--- config.mk ---
export PLATFORM = sky130hd
export DESIGN_NAME = shfifo_ctrl
export DESIGN_NICKNAME = d
export VERILOG_FILES = /design/src/rtl/shfifo_pkg.sv /design/src/rtl/shfifo_pf_buf.sv /design/src/rtl/shfifo_ctrl.sv
export SDC_FILE = /design/constraint.sdc
export NUM_CORES = 1
export LEC_CHECK = 0
export BUFFER_PORTS_ARGS = -buffer_cell sky130_fd_sc_hd__buf_2
export CAP_MARGIN = 20
export CORE_ASPECT_RATIO = 0.75
export CORE_MARGIN = 1.5
export CORE_UTILIZATION = 31
export DETAILED_ROUTE_END_ITERATION = 6
export PLACE_DENSITY_LB_ADDON = 0.15
export SYNTH_ARGS = -nofsm -noshare
export SYNTH_HDL_FRONTEND = slang
export SYNTH_SLANG_ARGS = --single-unit
--- constraint.sdc ---
create_clock -name clk -period 6.1 [get_ports clk]
set_clock_uncertainty 0.15 [all_clocks]
set_input_delay 0.305 -clock clk [delete_from_list [all_inputs] [get_ports clk]]
set_output_delay 0.305 -clock clk [all_outputs]
set_load 0.005 [all_outputs]
--- src/rtl/shfifo_pkg.sv ---
// Shared constants and helpers for the show-ahead FIFO controller.
package shfifo_pkg;

  localparam int unsigned RAM_RD_LAT = 2;
  localparam int unsigned PF_DEPTH   = RAM_RD_LAT + 1;

  // Modular pointer difference over a ptr_w-bit pointer space.
  function automatic logic [31:0] ptr_diff(input logic [31:0] wp,
                                           input logic [31:0] rp,
                                           input int unsigned ptr_w);
    logic [31:0] mask;
    mask = (32'd1 << ptr_w) - 32'd1;
    return (wp - rp) & mask;
  endfunction

endpackage

--- src/rtl/shfifo_pf_buf.sv ---
// Small register FIFO holding words already read from RAM; entry 0 is the head.
module shfifo_pf_buf
  import shfifo_pkg::*;
#(
  parameter  int unsigned DATA_W = 32,
  parameter  int unsigned DEPTH  = PF_DEPTH,
  localparam int unsigned CNT_W  = $clog2(DEPTH + 1)
) (
  input  logic              clk,
  input  logic              rst,
  input  logic              push,
  input  logic [DATA_W-1:0] din,
  input  logic              pop,
  output logic [DATA_W-1:0] head,
  output logic [CNT_W-1:0]  cnt,
  output logic              empty
);

  logic [DATA_W-1:0] ent [DEPTH];
  logic [CNT_W-1:0]  cnt_q;
  logic [CNT_W-1:0]  wr_idx;

  // A simultaneous pop shifts everything down, so the new word lands one slot lower.
  always_comb begin
    wr_idx = cnt_q;
    if (pop) wr_idx = cnt_q - CNT_W'(1);
  end

  always_ff @(posedge clk) begin
    if (rst) begin
      for (int unsigned i = 0; i < DEPTH; i++) ent[i] <= '0;
      cnt_q <= '0;
    end else begin
      if (pop) begin
        for (int unsigned i = 0; i + 1 < DEPTH; i++) ent[i] <= ent[i+1];
        ent[DEPTH-1] <= '0;
      end
      if (push && (wr_idx < CNT_W'(DEPTH))) ent[wr_idx] <= din;
      cnt_q <= cnt_q + CNT_W'(push) - CNT_W'(pop);
    end
  end

  assign head  = ent[0];
  assign cnt   = cnt_q;
  assign empty = (cnt_q == '0);

endmodule

--- src/rtl/shfifo_ctrl.sv ---
// Show-ahead FIFO controller driving a 2-cycle-latency simple dual-port RAM,
// with a prefetch buffer so the head word is always presented while non-empty.
module shfifo_ctrl
  import shfifo_pkg::*;
#(
  parameter int unsigned DATA_W = 32,
  parameter int unsigned ADDR_W = 3
) (
  input  logic                clk,
  input  logic                rst,
  input  logic                wr_en,
  input  logic [DATA_W-1:0]   wr_data,
  output logic                full,
  input  logic                rd_en,
  output logic [DATA_W-1:0]   rd_data,
  output logic                empty,
  output logic [ADDR_W+1:0]   count,
  output logic                ovf,
  output logic                udf,
  output logic                ram_wen,
  output logic [ADDR_W-1:0]   ram_waddr,
  output logic [DATA_W-1:0]   ram_wdat,
  output logic                ram_ren,
  output logic [ADDR_W-1:0]   ram_raddr,
  input  logic [DATA_W-1:0]   ram_q
);

  localparam int unsigned RAM_DEPTH = 1 << ADDR_W;
  localparam int unsigned PTR_W     = ADDR_W + 1;
  localparam int unsigned CNT_W     = ADDR_W + 2;
  localparam int unsigned PFC_W     = $clog2(PF_DEPTH + 1);
  localparam int unsigned RESV_W    = PFC_W + 1;

  logic [PTR_W-1:0]      wptr, rptr, ram_occ, wr_occ;
  logic [RAM_RD_LAT-1:0] infl;
  logic [PFC_W-1:0]      pf_cnt;
  logic [RESV_W-1:0]     resv;
  logic [CNT_W-1:0]      count_q;
  logic                  push, pop, pf_wr, pf_empty;
  logic                  ovf_q, udf_q;

  assign wr_occ = PTR_W'(ptr_diff(32'(wptr), 32'(rptr), PTR_W));
  assign full   = (wr_occ == PTR_W'(RAM_DEPTH));
  assign empty  = pf_empty;
  assign push   = wr_en & ~full;
  assign pop    = rd_en & ~pf_empty;
  assign pf_wr  = infl[RAM_RD_LAT-1];

  // Prefetch slots already spoken for: held words plus reads still in flight.
  always_comb begin
    resv = RESV_W'(pf_cnt);
    for (int unsigned i = 0; i < RAM_RD_LAT; i++) resv = resv + RESV_W'(infl[i]);
    resv = resv - RESV_W'(pop);
  end

  assign ram_ren   = (ram_occ != '0) && (resv < RESV_W'(PF_DEPTH));
  assign ram_raddr = rptr[ADDR_W-1:0];
  assign ram_wen   = push;
  assign ram_waddr = wptr[ADDR_W-1:0];
  assign ram_wdat  = wr_data;

  always_ff @(posedge clk) begin
    if (rst) begin
      wptr    <= '0;
      rptr    <= '0;
      ram_occ <= '0;
      infl    <= '0;
      count_q <= '0;
      ovf_q   <= 1'b0;
      udf_q   <= 1'b0;
    end else begin
      wptr    <= wptr + PTR_W'(push);
      rptr    <= rptr + PTR_W'(ram_ren);
      ram_occ <= ram_occ + PTR_W'(push) - PTR_W'(ram_ren);
      infl    <= {infl[RAM_RD_LAT-2:0], ram_ren};
      count_q <= count_q + CNT_W'(push) - CNT_W'(pop);
      ovf_q   <= wr_en & full;
      udf_q   <= rd_en & pf_empty;
    end
  end

  assign count = count_q;
  assign ovf   = ovf_q;
  assign udf   = udf_q;

  shfifo_pf_buf #(
    .DATA_W (DATA_W),
    .DEPTH  (PF_DEPTH)
  ) u_pf_buf (
    .clk   (clk),
    .rst   (rst),
    .push  (pf_wr),
    .din   (ram_q),
    .pop   (pop),
    .head  (rd_data),
    .cnt   (pf_cnt),
    .empty (pf_empty)
  );

endmodule

Word-level counts from Yosys, hierarchy flattened
Memories as Yosys holds them, arrays and structs flattened.
Cells that the tools add are included.

storage, ports and cells
  register bits after elaboration = 23
  memory bits (writable) = 96
  output and inout port bits = 81
  logic and storage cells = 50
  memories = 1

memory list
  memory        words  bits a word  rd ports  clocked after Yosys merged registers in  write ports  line                 RTL
  u_pf_buf.ent  3      32           3         0                                        4            shfifo_pf_buf.sv:19  logic [DATA_W-1:0] ent [DEPTH];

cells by class
  add/sub/neg operators = 13
  magnitude comparators = 2
  equal/unequal tests = 1
  mux-type cells = 12
  bitwise gates (word level) = 9
  reduce and logical (&&, ||, !) cells = 4

operators with widths
  operator                                                                       number
  32-bit 2-to-1 mux                                                              3
  4-bit by 1-bit adder with 4-bit output                                         3
  1-bit 2-to-1 mux                                                               8
  5-bit by 1-bit adder with 5-bit output                                         1
  5-bit by 1-bit subtractor with 5-bit output                                    1
  1-bit bitwise AND                                                              4
  4-bit equality test (second input constant)                                    1
  4-bit nonzero test                                                             1
  4-bit by 1-bit subtractor with 4-bit output                                    1
  4-bit subtractor                                                               1
  2-bit by 1-bit adder with 3-bit output                                         1
  3-bit by 1-bit adder with 3-bit output                                         1
  3-bit by 2-bit less-than comparator with 1-bit output (second input constant)  1
  1-bit OR                                                                       3
  3-bit by 1-bit subtractor with 3-bit output                                    1
  2-bit by 1-bit adder with 2-bit output                                         1
  1-bit logical AND                                                              2
  2-bit logical NOT                                                              1
  2-bit less-than comparator (second input constant)                             1
  2-bit 2-to-1 mux                                                               1
  1-bit NOT                                                                      2
  2-bit by 1-bit subtractor with 2-bit output                                    1
  2-bit by 1-bit subtractor with 2-bit output (second input constant)            1

Logic depth before layout (Yosys ltp)
Gate-level depths: netlist (run 1).

  depth in word-level cells = 9
  mapped depth = 17
  depth with buffers taken out = 17

By module
From an unflattened synthesis (run 1), not the netlist that was laid out.

second synthesis, totals
  cells, all modules = 489
  area total of the unflattened synthesis = 5871.9 µm²

modules (own cells, without submodules)
  module         instances  cells each  area an instance (µm²)  sequential area each (µm²)
  shfifo_pf_buf  1          329         4411.7                  2922.8
  shfifo_ctrl    1          160         1460.2                  420.4

Worst setup path after synthesis (run 1)
No wires, ideal clock.

  kind = register to register
  start = register u_pf_buf.cnt_q[1] (netlist: u_pf_buf.cnt[1])
  end = register ram_occ[2]
  library setup time = 0.128 ns
  arrival time = 3.752 ns
  path slack = 2.070 ns
  cell stages (with the launch flop) = 18
  path buffers = 0
  clock period less this slack = 4.030 ns
  cell sequence = dfxtp_1 inv_1 ha_1 nand2b_4 inv_2 ha_1 fa_1 inv_1 fa_1 nor2b_1 a311oi_1 ha_1 inv_1 ha_1 inv_1 fa_1 xor2_1 nor2_1

between the ends
  word-level cells in the longest chain between the ends = 7

ends and longest elaborated chain
  item                                                   line                 RTL
  from (decl)                                            shfifo_pf_buf.sv:20  logic [CNT_W-1:0] cnt_q;
  from (signal assigned)                                 shfifo_pf_buf.sv:39  cnt_q <= cnt_q + CNT_W'(push) - CNT_W'(pop);
  2-bit logical NOT                                      shfifo_pf_buf.sv:45  assign empty = (cnt_q == '0);
  via empty                                              shfifo_ctrl.sv:16    output logic empty,
  1-bit NOT                                              shfifo_ctrl.sv:46    assign pop = rd_en & ~pf_empty;
  1-bit bitwise AND                                      shfifo_ctrl.sv:46
  3-bit by 1-bit subtractor with 3-bit output            shfifo_ctrl.sv:53    resv = resv - RESV_W'(pop);
  3-bit by 2-bit less-than comparator with 1-bit output  shfifo_ctrl.sv:56    assign ram_ren = (ram_occ != '0) && (resv < RESV_W'(PF_DEPTH));
  1-bit logical AND                                      shfifo_ctrl.sv:56
  via ram_ren                                            shfifo_ctrl.sv:23    output logic ram_ren,
  4-bit by 1-bit subtractor with 4-bit output            shfifo_ctrl.sv:74    ram_occ <= ram_occ + PTR_W'(push) - PTR_W'(ram_ren);
  to (signal assigned)                                   shfifo_ctrl.sv:74
  to (decl)                                              shfifo_ctrl.sv:34    logic [PTR_W-1:0] wptr, rptr, ram_occ, wr_occ;

The timed path passes the listed nets, and every way through them passes these cells.
A chain may end at the register's enable or synchronous reset.

Worst setup path in the final report (run 1)
  start = register u_pf_buf.cnt_q[1] (netlist: u_pf_buf.cnt[1])
  end = register ram_occ[3]

between the ends
  word-level cells in the longest chain between the ends = 7

ends and longest elaborated chain
  item                                                                            line
  branches (longest 3 deep; another with 2-bit by 1-bit adder with 3-bit output)  -
  3-bit by 1-bit subtractor with 3-bit output *                                   shfifo_ctrl.sv:53
  3-bit by 2-bit less-than comparator with 1-bit output *                         shfifo_ctrl.sv:56
  1-bit logical AND *                                                             shfifo_ctrl.sv:56
  4-bit by 1-bit subtractor with 4-bit output *                                   shfifo_ctrl.sv:74

Every way passes the cells marked *.

==> results.md, run 1 <==
* Layout area overhead at 16.4%
* FF-to-FF setup slack at 1.62 ns
* Hold_buf cts at 1
* CTS Root Cell: clkbuf_16
* Post-synth ARST share at 0%
* EDFF count, synth at 96
* Setup_tns at 0 ns
* Share of cells above drive strength 1 at 22.1%
* Die ar. at 19300 um^2
* Port Buf Inserts at 84
* Nets at 665
* GRT Residual Overflow at 0
* Final-report setup violation count at 0
* Average wire per standard cell at 13.9 um
* Core area at 17900 um^2
* RSZ-0062 raised after global routing: false
* GP Congestion at 0.725
* Unique masters post-synth at 35
* Most frequent cell after synthesis: nand2_1
* Met1 Use GR at 16.3%
* Post-DP HPWL at 7090 um
* Global routing usage on met2 at 18.7%
* Syn_area_per_cell at 10.8 um^2
* Leakage at 2.59 nW
* Seq/Total Area, Yosys at 58.5%
* Die X at 160 um
* H-tree Lvls at 4
* Clock-pin slew on the worst setup and hold paths at 0.05 ns
* Worst Hold Depth at 2
* Peak VDD IR at 0.187 mV
* Pre-Repair DR Iteration Count at 4
* Cts bufs inserted at 17
* Site Rows at 42
* Post-synth net total at 621
* CP Class: register to register
* Hold path endpoint: ovf
* Die Ht at 121 um
* Initial DRC Count at 242
* CTS tree: done
* Cells after Synth at 528
* Initial antenna violation count at 2
* Register bit total from synthesis at 119
* DR vias/cell at 4.29
* CP Data Arrival Time at 4.60 ns
* Critical path endpoint category: register
* Met3 capacity usage during global routing at 5.08%
* Synth top area cells: edfxtp_1 50%, nand2_1 8.5%, dfxtp_1 8.1%
* Highest clock rate at 223 MHz
* Clock power share at 32.7%
* Clk buf depth at 2
* Final max-slew violation count at 0
* Overall routing resource usage at 12.8%
* Max-cap violations at 0
* Fin Hold WS at 0.0301 ns
* Fin crit share at 73.4%
* RR Startpoint: u_pf_buf.cnt[1]
* Outcome: finished clean
* Min Tclk post-route at 4.48 ns
* First-pass GRT wire length at 18400 um
* Initial Util at 32.0%
* Via total after detailed routing at 3560
* Largest net degree at the start of global routing at 66
* IO Count at 149
* Combinational power share at 26.8%
* Worst endpoint required time at 6.22 ns
* Post-synth top area cell: edfxtp_1
* Max-slew headroom at 37.3%
* Top cell type's share of synthesized area at 50.5%
* Drt total wl at 11600 um
* Most Crowded Layer GR: met2
* Sw Share at 30.0%
* RR Endpoint: ram_occ[3]
* Post_cts resized at 0
* Min-delay worst type: input port to register
* Hold wc startpoint: wr_en
* CP startpoint: u_pf_buf.cnt[1]
* Vias in the first global route at 3515
* Yosys warning count at 0
* Clock Sinks at 119
* Slew @ Worst Pin at 0.941 ns
* Worst skew pair latency at 0.42 ns
* Worst setup SP type: register
* Synthesized cell area at 5710 um^2
* Hold Vio Cnt, Final at 0
* Ys flop type: edfxtp_1
* Routed Antenna Nets at 0
* Worst R2R Path Depth at 17
* Crit-path max FO at 6
* P per Cell Area at 452 nW/um^2
* Synth top cells by count: 129 x nand2_1, 96 x edfxtp_1, 61 x o21ai_0
* P_int at 2.10 mW
* DRC viols at 0
* # Post-CTS Setup Buffers at 0
* Net Switching at 901 uW
* Seq pwr share at 40.6%
## cells in the final DEF, fill, tap and decap left out, types with 2 or more instances in the layout
cell         n
clkbuf_8     4
and2_1      32
clkbuf_16   18
inv_4        2
dfxtp_1     23
buf_4        4
diode_2      2
inv_1       24
a21oi_1      3
nand2b_2     3
clkinv_2     5
edfxtp_1    96
buf_2       84
nor2_1      15
nor2b_1     12
ha_1        21
fa_1         4
clkbuf_1     2
o21ai_1      5
nand2b_1     2
o21ai_0     61
a21o_1       2
a211oi_4     2
xor2_1       6
nand2_1    129
nand3_1      4
xnor2_1      8
## logic make-up (layout without fill, tap and decap cells)
| family | count (synthesis) | in the layout | share of synthesized area [%] |
|---|---|---|---|
| simple gates | 204 | 204 | 16.3 |
| flops | 119 | 119 | 58.5 |
| buf+inv | 89 | 146 | 9.31 |
| compound gates | 77 | 77 | 7.77 |
| fa+ha+maj | 25 | 25 | 6.00 |
| xor+xnor | 14 | 14 | 2.15 |
| other cells | 0 | 2 | 0 |
## how the worst max path moves through the flow
stage            endpoint  depth (start not counted)  slack (ns)
5_1_grt        ram_occ[3]                         17        1.35
3_3_place_gp   ram_occ[2]                         17        1.74
3_5_place_dp   ram_occ[3]                         17        1.60
4_1_cts        ram_occ[3]                         17        1.59
2_1_floorplan  ram_occ[2]                         17        2.07
6_report       ram_occ[3]                         17        1.62
## flip-flops by register name, summed over array words and instances, names as in the netlist, 2 cells and up
register,flops
u_pf_buf.cnt,2
count,5
rptr,4
ram_occ,4
infl,2
u_pf_buf.ent,96
wptr,4
## per-stage QoR
| step | utilization (%) | area (um^2) | power, mW | cells | setup WS, ns |
|---|---|---|---|---|---|
| finish | 37.2 | 6650 | 3.01 | 829 | 1.62 |
| global route | 37.2 | 6650 | 3.21 | 827 | 1.35 |
| detailed placement | 33.9 | 6060 | 2.06 | 794 | 1.60 |
| CTS | 37.2 | 6650 | 3.05 | 827 | 1.59 |
| global placement | 33.9 | 6060 | 2.02 | 794 | 1.74 |
| floorplan | - | 5710 | 1.79 | 528 | 2.07 |
## cell type report
| type | count | area, um^2 |
|---|---|---|
| Clock buffer | 24 | 513 |
| Fill cell | 1797 | 11200 |
| Timing Repair Buffer | 89 | 460 |
| Inverter | 25 | 93.8 |
| Sequential cell | 119 | 3340 |
| Multi-Input combinational cell | 320 | 1870 |
| Clock inverter | 8 | 67.6 |
| Tap cell | 242 | 303 |
| Antenna cell | 2 | 5.00 |
## layer usage
metal	vias to the layer above	share of wire, %
li1	1819	-
met1	1631	49
met2	83	42
met3	27	6.4
met4	0	2.2
met5	-	0
## power groups by stage
stage | Combinational [mW] | Sequential, mW | Clock, mW
2_1_floorplan | 0.563 | 1.23 | 0
3_3_place_gp | 0.791 | 1.23 | 0
3_5_place_dp | 0.821 | 1.24 | 0
4_1_cts | 0.827 | 1.22 | 1.00
5_1_grt | 0.924 | 1.25 | 1.04
6_report | 0.805 | 1.22 | 0.981
## worst max-delay path, stage by stage (launching register included)
cell and delay [ns]:
dfxtp_1 0.50, inv_1 0.17, ha_1 0.26, nand2b_4 0.21, inv_2 0.14, ha_1 0.26
fa_1 0.36, inv_1 0.08, fa_1 0.40, nor2b_1 0.14, a311oi_1 0.50, ha_1 0.30
inv_1 0.06, ha_1 0.28, a21o_1 0.16, a21oi_1 0.16, xnor2_1 0.14, nor2_1 0.06
Note: power is estimated with default switching activity, not from simulation.
==> inputs of run 2 (changes only) <==
==> constraint.sdc (replaced) <==
create_clock -name clk -period 4.4 [get_ports clk]
set_clock_uncertainty 0.15 [all_clocks]
set_input_delay 0.22 -clock clk [delete_from_list [all_inputs] [get_ports clk]]
set_output_delay 0.22 -clock clk [all_outputs]
set_load 0.005 [all_outputs]
==> results.md, run 2 (synthesis results as in run 1) <==
* Final max-slew violation count at 0 (unchanged)
* Most common cell after layout, fill and taps aside: nand2_1 (unchanged)
* Die Ht at 121 um (unchanged)
* DRC viols at 0 (unchanged)
* Port Buf Inserts at 84 (unchanged)
* Leakage at 2.70 nW (was 2.59 nW)
* Setup WS pre-CTS at 0.162 ns (was 1.60 ns)
* Min Tclk post-route at 4.01 ns (was 4.48 ns)
* Worst R2R Path Depth at 17 (unchanged)
* Worst setup SP type: register (unchanged)
* Peak VDD IR at 0.217 mV (was 0.187 mV)
* CTS Root Cell: clkbuf_16 (unchanged)
* RSZ-0062 raised after global routing: false (unchanged)
* IO Count at 149 (unchanged)
* Setup WS post-layout at 0.387 ns (was 1.62 ns)
* Nets at 699 (was 665)
* DR vias/cell at 4.27 (was 4.29)
* CTS tree: done (unchanged)
* Average wire per standard cell at 13.5 um (was 13.9 um)
* Final core occ at 38.9% (was 37.2%)
* RR Endpoint: ram_occ[2] (was ram_occ[3])
* Share of cells above drive strength 1 at 20.7% (was 22.1%)
* Layout area overhead at 21.7% (was 16.4%)
* Drt total wl at 11600 um (about the same)
* Max-cap violations at 0 (unchanged)
* Hold Vio Cnt, Final at 0 (unchanged)
* FF-to-FF setup slack at 0.39 ns (was 1.62 ns)
* Worst Hold Depth at 2 (unchanged)
* Slew @ Worst Pin at 0.897 ns (was 0.941 ns)
* Core area at 17900 um^2 (unchanged)
* CP startpoint: u_pf_buf.cnt[1] (unchanged)
* Clock-pin slew on the worst setup and hold paths at 0.05 ns (about the same)
* Min-delay worst type: input port to register (unchanged)
* Fill count at 1761 (was 1797)
* Setup_tns at 0 ns (unchanged)
* CP Data Arrival Time at 4.14 ns (was 4.60 ns)
* Worst skew pair latency at 0.41 ns (was 0.42 ns)
* Crit path capture: ram_occ[2] (was ram_occ[3])
* Routed Antenna Nets at 0 (unchanged)
* Outcome: finished clean (unchanged)
* GP Congestion at 0.737 (was 0.725)
* Vias in the first global route at 3697 (was 3515)
* Initial antenna violation count at 0 (was 2)
* Site Rows at 42 (unchanged)
* Clock Sinks at 119 (unchanged)
* Overall routing resource usage at 13.0% (was 12.8%)
* Post-DP HPWL at 7180 um (was 7090 um)
* CP Class: register to register (unchanged)
* Crit-path max FO at 6 (unchanged)
* P per Cell Area at 591 nW/um^2 (was 452 nW/um^2)
* # Post-CTS Setup Buffers at 0 (unchanged)
* RR Startpoint: u_pf_buf.cnt[1] (unchanged)
* Antenna cell count at 0 (was 2)
* Fin crit share at 91.2% (was 73.4%)
* Top reg by flops: u_pf_buf.ent (unchanged)
* Max-slew headroom at 40.2% (was 37.3%)
* First-pass GRT wire length at 18900 um (was 18400 um)
* Critical path endpoint category: register (unchanged)
* Final-report setup violation count at 0 (unchanged)
* H-tree Lvls at 4 (unchanged)
* Max reg flops at 96 (unchanged)
* Clk buf depth at 2 (unchanged)
* Via total after detailed routing at 3675 (was 3560)
* Worst endpoint required time at 4.53 ns (was 6.22 ns)
* Highest clock rate at 249 MHz (was 223 MHz)
* Die ar. at 19300 um^2 (unchanged)
* Die X at 160 um (unchanged)
* Most frequent cells in the layout: 129 x nand2_1, 96 x edfxtp_1, 84 x buf_2, 61 x o21ai_0, 33 x dlygate4sd3_1 (was 129 x nand2_1, 96 x edfxtp_1, 84 x buf_2, 61 x o21ai_0, 32 x and2_1)
* Power Total at 4.11 mW (was 3.01 mW)
* Largest net degree at the start of global routing at 65 (was 66)
* Initial Util at 32.0% (unchanged)
* Cts bufs inserted at 17 (unchanged)
* Pre-Repair DR Iteration Count at 5 (was 4)
* GRT Residual Overflow at 0 (unchanged)
* Initial DRC Count at 208 (was 242)
-- run 2: layout make-up --
type	count	area, um^2	area share, %
clock inverters	13	88.8	1.28
clock buffers	19	433	6.22
flip-flops and latches	119	3340	48.1
repair buffers	123	821	11.8
well taps	242	303	4.35
inverters	25	93.8	1.35
multi-input cells	320	1870	26.9
-- run 2: worst min path at each step --
| stage | startpoint | to | slack [ns] |
|---|---|---|---|
| global route | ram_q[10] | u_pf_buf.ent[2][10] | 0.02 |
| global placement | wr_data[31] | ram_wdat[31] | 0.29 |
| detailed placement | wr_data[31] | ram_wdat[31] | 0.29 |
| finish | ram_q[10] | u_pf_buf.ent[2][10] | 0.02 |
| floorplan | rd_en | udf | 0.18 |
| CTS | ram_q[10] | u_pf_buf.ent[2][10] | 0.007 |
-- run 2: metal layers --
layer | GRT usage (%) | vias up | wire length, um
met3 | 4.73 | 25 | 753
li1 | - | 1885 | -
met4 | 5.25 | 0 | 218
met5 | 0 | - | 0
met1 | 16.7 | 1667 | 5530
met2 | 19.9 | 98 | 5130
-- run 2: where the power goes --
part	switching, mW	leakage, nW	internal, mW
clock	0.480	0.254	0.758
combinational	0.649	1.25	0.527
sequential	0.114	1.20	1.58
-- run 2: metrics by stage --
stage	std cells	area (um^2)	hold slack, ns
after global routing	861	6960	0.0195
final	861	6960	0.0235
after global placement	796	6100	0.290
after CTS	861	6950	0.00726
after detailed placement	796	6100	0.290
after floorplan	528	5710	0.184
-- run 2: what timing repair did --
action,CTS,global route
resized for setup,0,2
setup endpoints to repair,0,3
hold endpoints to repair,91,0
hold buffers,33,0
-- run 2: critical path, cell delays in order (launching register included) --
cell	delay (ns)
dfxtp_2	0.41
inv_1	0.12
ha_1	0.25
nand2b_4	0.20
inv_2	0.14
ha_1	0.26
fa_1	0.36
inv_1	0.08
fa_1	0.40
nor2b_1	0.15
a311oi_2	0.24
ha_1	0.28
inv_1	0.06
ha_1	0.16
inv_1	0.06
fa_1	0.37
xor2_1	0.13
nor2_1	0.05
==> inputs of run 3 (changes only) <==
--- a/config.mk
+++ b/config.mk
@@ -11,7 +11,7 @@
 export CORE_MARGIN = 1.5
 export CORE_UTILIZATION = 31
 export DETAILED_ROUTE_END_ITERATION = 6
-export PLACE_DENSITY_LB_ADDON = 0.15
+export MAX_ROUTING_LAYER = met4
 export SYNTH_ARGS = -nofsm -noshare
 export SYNTH_HDL_FRONTEND = slang
 export SYNTH_SLANG_ARGS = --single-unit
==> results.md, run 3 (synthesis results as in run 1) <==
* DRC viols at 0 (unchanged)
* Area after DPL at 6060 um^2 (was 6100 um^2)
* Worst Hold Depth at 2 (unchanged)
* Fill count at 1734 (was 1761)
* Nets at 699 (unchanged)
* Max-slew headroom at 38.7% (was 40.2%)
* Port Buf Inserts at 84 (unchanged)
* Cts bufs inserted at 17 (unchanged)
* Worst skew pair latency at 0.41 ns (about the same)
* Leakage at 2.71 nW (was 2.70 nW)
* Slew @ Worst Pin at 0.919 ns (was 0.897 ns)
* Peak VDD IR at 0.230 mV (was 0.217 mV)
* Via total after detailed routing at 3772 (was 3675)
* Hold Vio Cnt, Final at 0 (unchanged)
* Max reg flops at 96 (unchanged)
* Final instance area at 6960 um^2 (about the same)
* Post-DP HPWL at 7390 um (was 7180 um)
* Fin Hold WS at 0.119 ns (was 0.0235 ns)
* RR Startpoint: u_pf_buf.cnt[1] (unchanged)
* Worst R2R Path Depth at 17 (unchanged)
* Die Ht at 121 um (unchanged)
* Min-delay worst type: input port to register (unchanged)
* GP Congestion at 0.742 (was 0.737)
* Die ar. at 19300 um^2 (unchanged)
* Crit-path max FO at 6 (unchanged)
* Final-report setup violation count at 0 (unchanged)
* P per Cell Area at 599 nW/um^2 (was 591 nW/um^2)
* First-pass GRT wire length at 19000 um (was 18900 um)
* CP startpoint: u_pf_buf.cnt[1] (unchanged)
* Worst setup SP type: register (unchanged)
* Top reg by flops: u_pf_buf.ent (unchanged)
* Final max-slew violation count at 0 (unchanged)
* RSZ-0062 raised after global routing: false (unchanged)
* Initial Util at 32.0% (unchanged)
* Worst endpoint required time at 4.52 ns (was 4.53 ns)
* CP Data Arrival Time at 4.15 ns (was 4.14 ns)
* Highest clock rate at 248 MHz (was 249 MHz)
* Core area at 17900 um^2 (unchanged)
* Outcome: finished clean (unchanged)
* Setup WS post-layout at 0.374 ns (was 0.387 ns)
* CTS Root Cell: clkbuf_16 (unchanged)
* GRT Residual Overflow at 0 (unchanged)
* Initial DRC Count at 251 (was 208)
* Hold wc startpoint: rst (was ram_q[10])
* Clock-pin slew on the worst setup and hold paths at 0.05 ns (about the same)
* H-tree Lvls at 4 (unchanged)
* Clock Sinks at 119 (unchanged)
* Drt total wl at 11800 um (was 11600 um)
* Antenna cell count at 0 (unchanged)
* Most common cell after layout, fill and taps aside: nand2_1 (unchanged)
* IO Count at 149 (unchanged)
* Share of cells above drive strength 1 at 20.7% (about the same)
* Site Rows at 42 (unchanged)
* Routed Antenna Nets at 0 (unchanged)
* Average wire per standard cell at 13.7 um (was 13.5 um)
* Power Total at 4.17 mW (was 4.11 mW)
* Clk buf depth at 2 (unchanged)
* CTS tree: done (unchanged)
* Setup WS pre-CTS at 0.183 ns (was 0.162 ns)
* Die X at 160 um (unchanged)
* Min Tclk post-route at 4.03 ns (was 4.01 ns)
* Most frequent cells in the layout: 129 x nand2_1, 96 x edfxtp_1, 84 x buf_2, 61 x o21ai_0, 34 x dlygate4sd3_1 (was 129 x nand2_1, 96 x edfxtp_1, 84 x buf_2, 61 x o21ai_0, 33 x dlygate4sd3_1)
* Max-cap violations at 0 (unchanged)
* Pre-Repair DR Iteration Count at 4 (was 5)
* Layout area overhead at 21.8% (was 21.7%)
* Overall routing resource usage at 13.2% (was 13.0%)
* Largest net degree at the start of global routing at 65 (unchanged)
* CP Class: register to register (unchanged)
* Critical path endpoint category: register (unchanged)
* DR vias/cell at 4.39 (was 4.27)
* Initial antenna violation count at 0 (unchanged)
* Vias in the first global route at 3849 (was 3697)
* Fin crit share at 91.5% (was 91.2%)
* Setup_tns at 0 ns (unchanged)
[run 3: changes by cell type in the layout (fill, tap and decap cells not counted)]
| cell | previous run | this run |
|---|---|---|
| clkinv_4 | 0 | 1 |
| bufinv_16 | 1 | 2 |
| dlygate4sd3_1 | 33 | 34 |
| buf_4 | 4 | 5 |
| buf_12 | 2 | 0 |
| clkbuf_1 | 2 | 3 |
| clkinvlp_4 | 2 | 1 |
| clkinv_1 | 5 | 2 |
[run 3: final timing paths]
| kind | end | slack, ns |
|---|---|---|
| worst max-delay path | ram_occ[3] | 0.37 |
| worst min-delay path | wptr[3] | 0.12 |
| worst min register to register | infl[1] | 0.35 |
| worst max register to register | ram_occ[3] | 0.37 |
[run 3: layer usage]
layer | wire (um) | GRT usage [%] | vias to the layer above
met2 | 5610 | 21.6 | 102
li1 | - | - | 1883
met3 | 722 | 3.60 | 35
met1 | 5140 | 15.0 | 1752
met4 | 279 | 7.13 | 0
met5 | 0 | - | -
[run 3: repair_timing]
item                                    4_1_cts  5_1_grt
buffers inserted                              0        0
endpoints found under the setup margin        0        3
hold endpoints to repair                     96        0
gates resized for setup                       0        2
hold buffers                                 34        0
[run 3: power breakdown]
part	total, mW	leakage (nW)	switching, mW	internal, mW
combinational	1.17	1.24	0.656	0.514
sequential	1.70	1.20	0.116	1.58
clock	1.29	0.268	0.474	0.820
total	4.17	2.71	1.25	2.92
[run 3: cell type report]
cell class | count | area, um^2 | area share [%]
repair buffers | 123 | 798 | 11.5
clock buffers | 20 | 437 | 6.28
flip-flops and latches | 119 | 3340 | 48.1
multi-input cells | 320 | 1870 | 26.9
inverters | 25 | 93.8 | 1.35
clock inverters | 11 | 109 | 1.56
well taps | 242 | 303 | 4.35
[run 3: worst max-delay path, cell delays in order (launching register included)]
cell      delay, ns
dfxtp_2        0.42
inv_1          0.13
ha_1           0.24
nand2b_4       0.20
inv_2          0.14
ha_1           0.26
fa_1           0.36
inv_1          0.07
fa_1           0.40
nor2b_1        0.15
a311oi_2       0.25
ha_1           0.25
inv_1          0.06
ha_1           0.27
a21o_1         0.16
a21oi_1        0.18
xnor2_1        0.15
nor2_1         0.06
[run 3: per-stage QoR]
stage,utilization [%],instances
2_1_floorplan,-,528
3_3_place_gp,33.9,795
3_5_place_dp,33.9,795
4_1_cts,38.9,860
5_1_grt,38.9,860
6_report,38.9,860
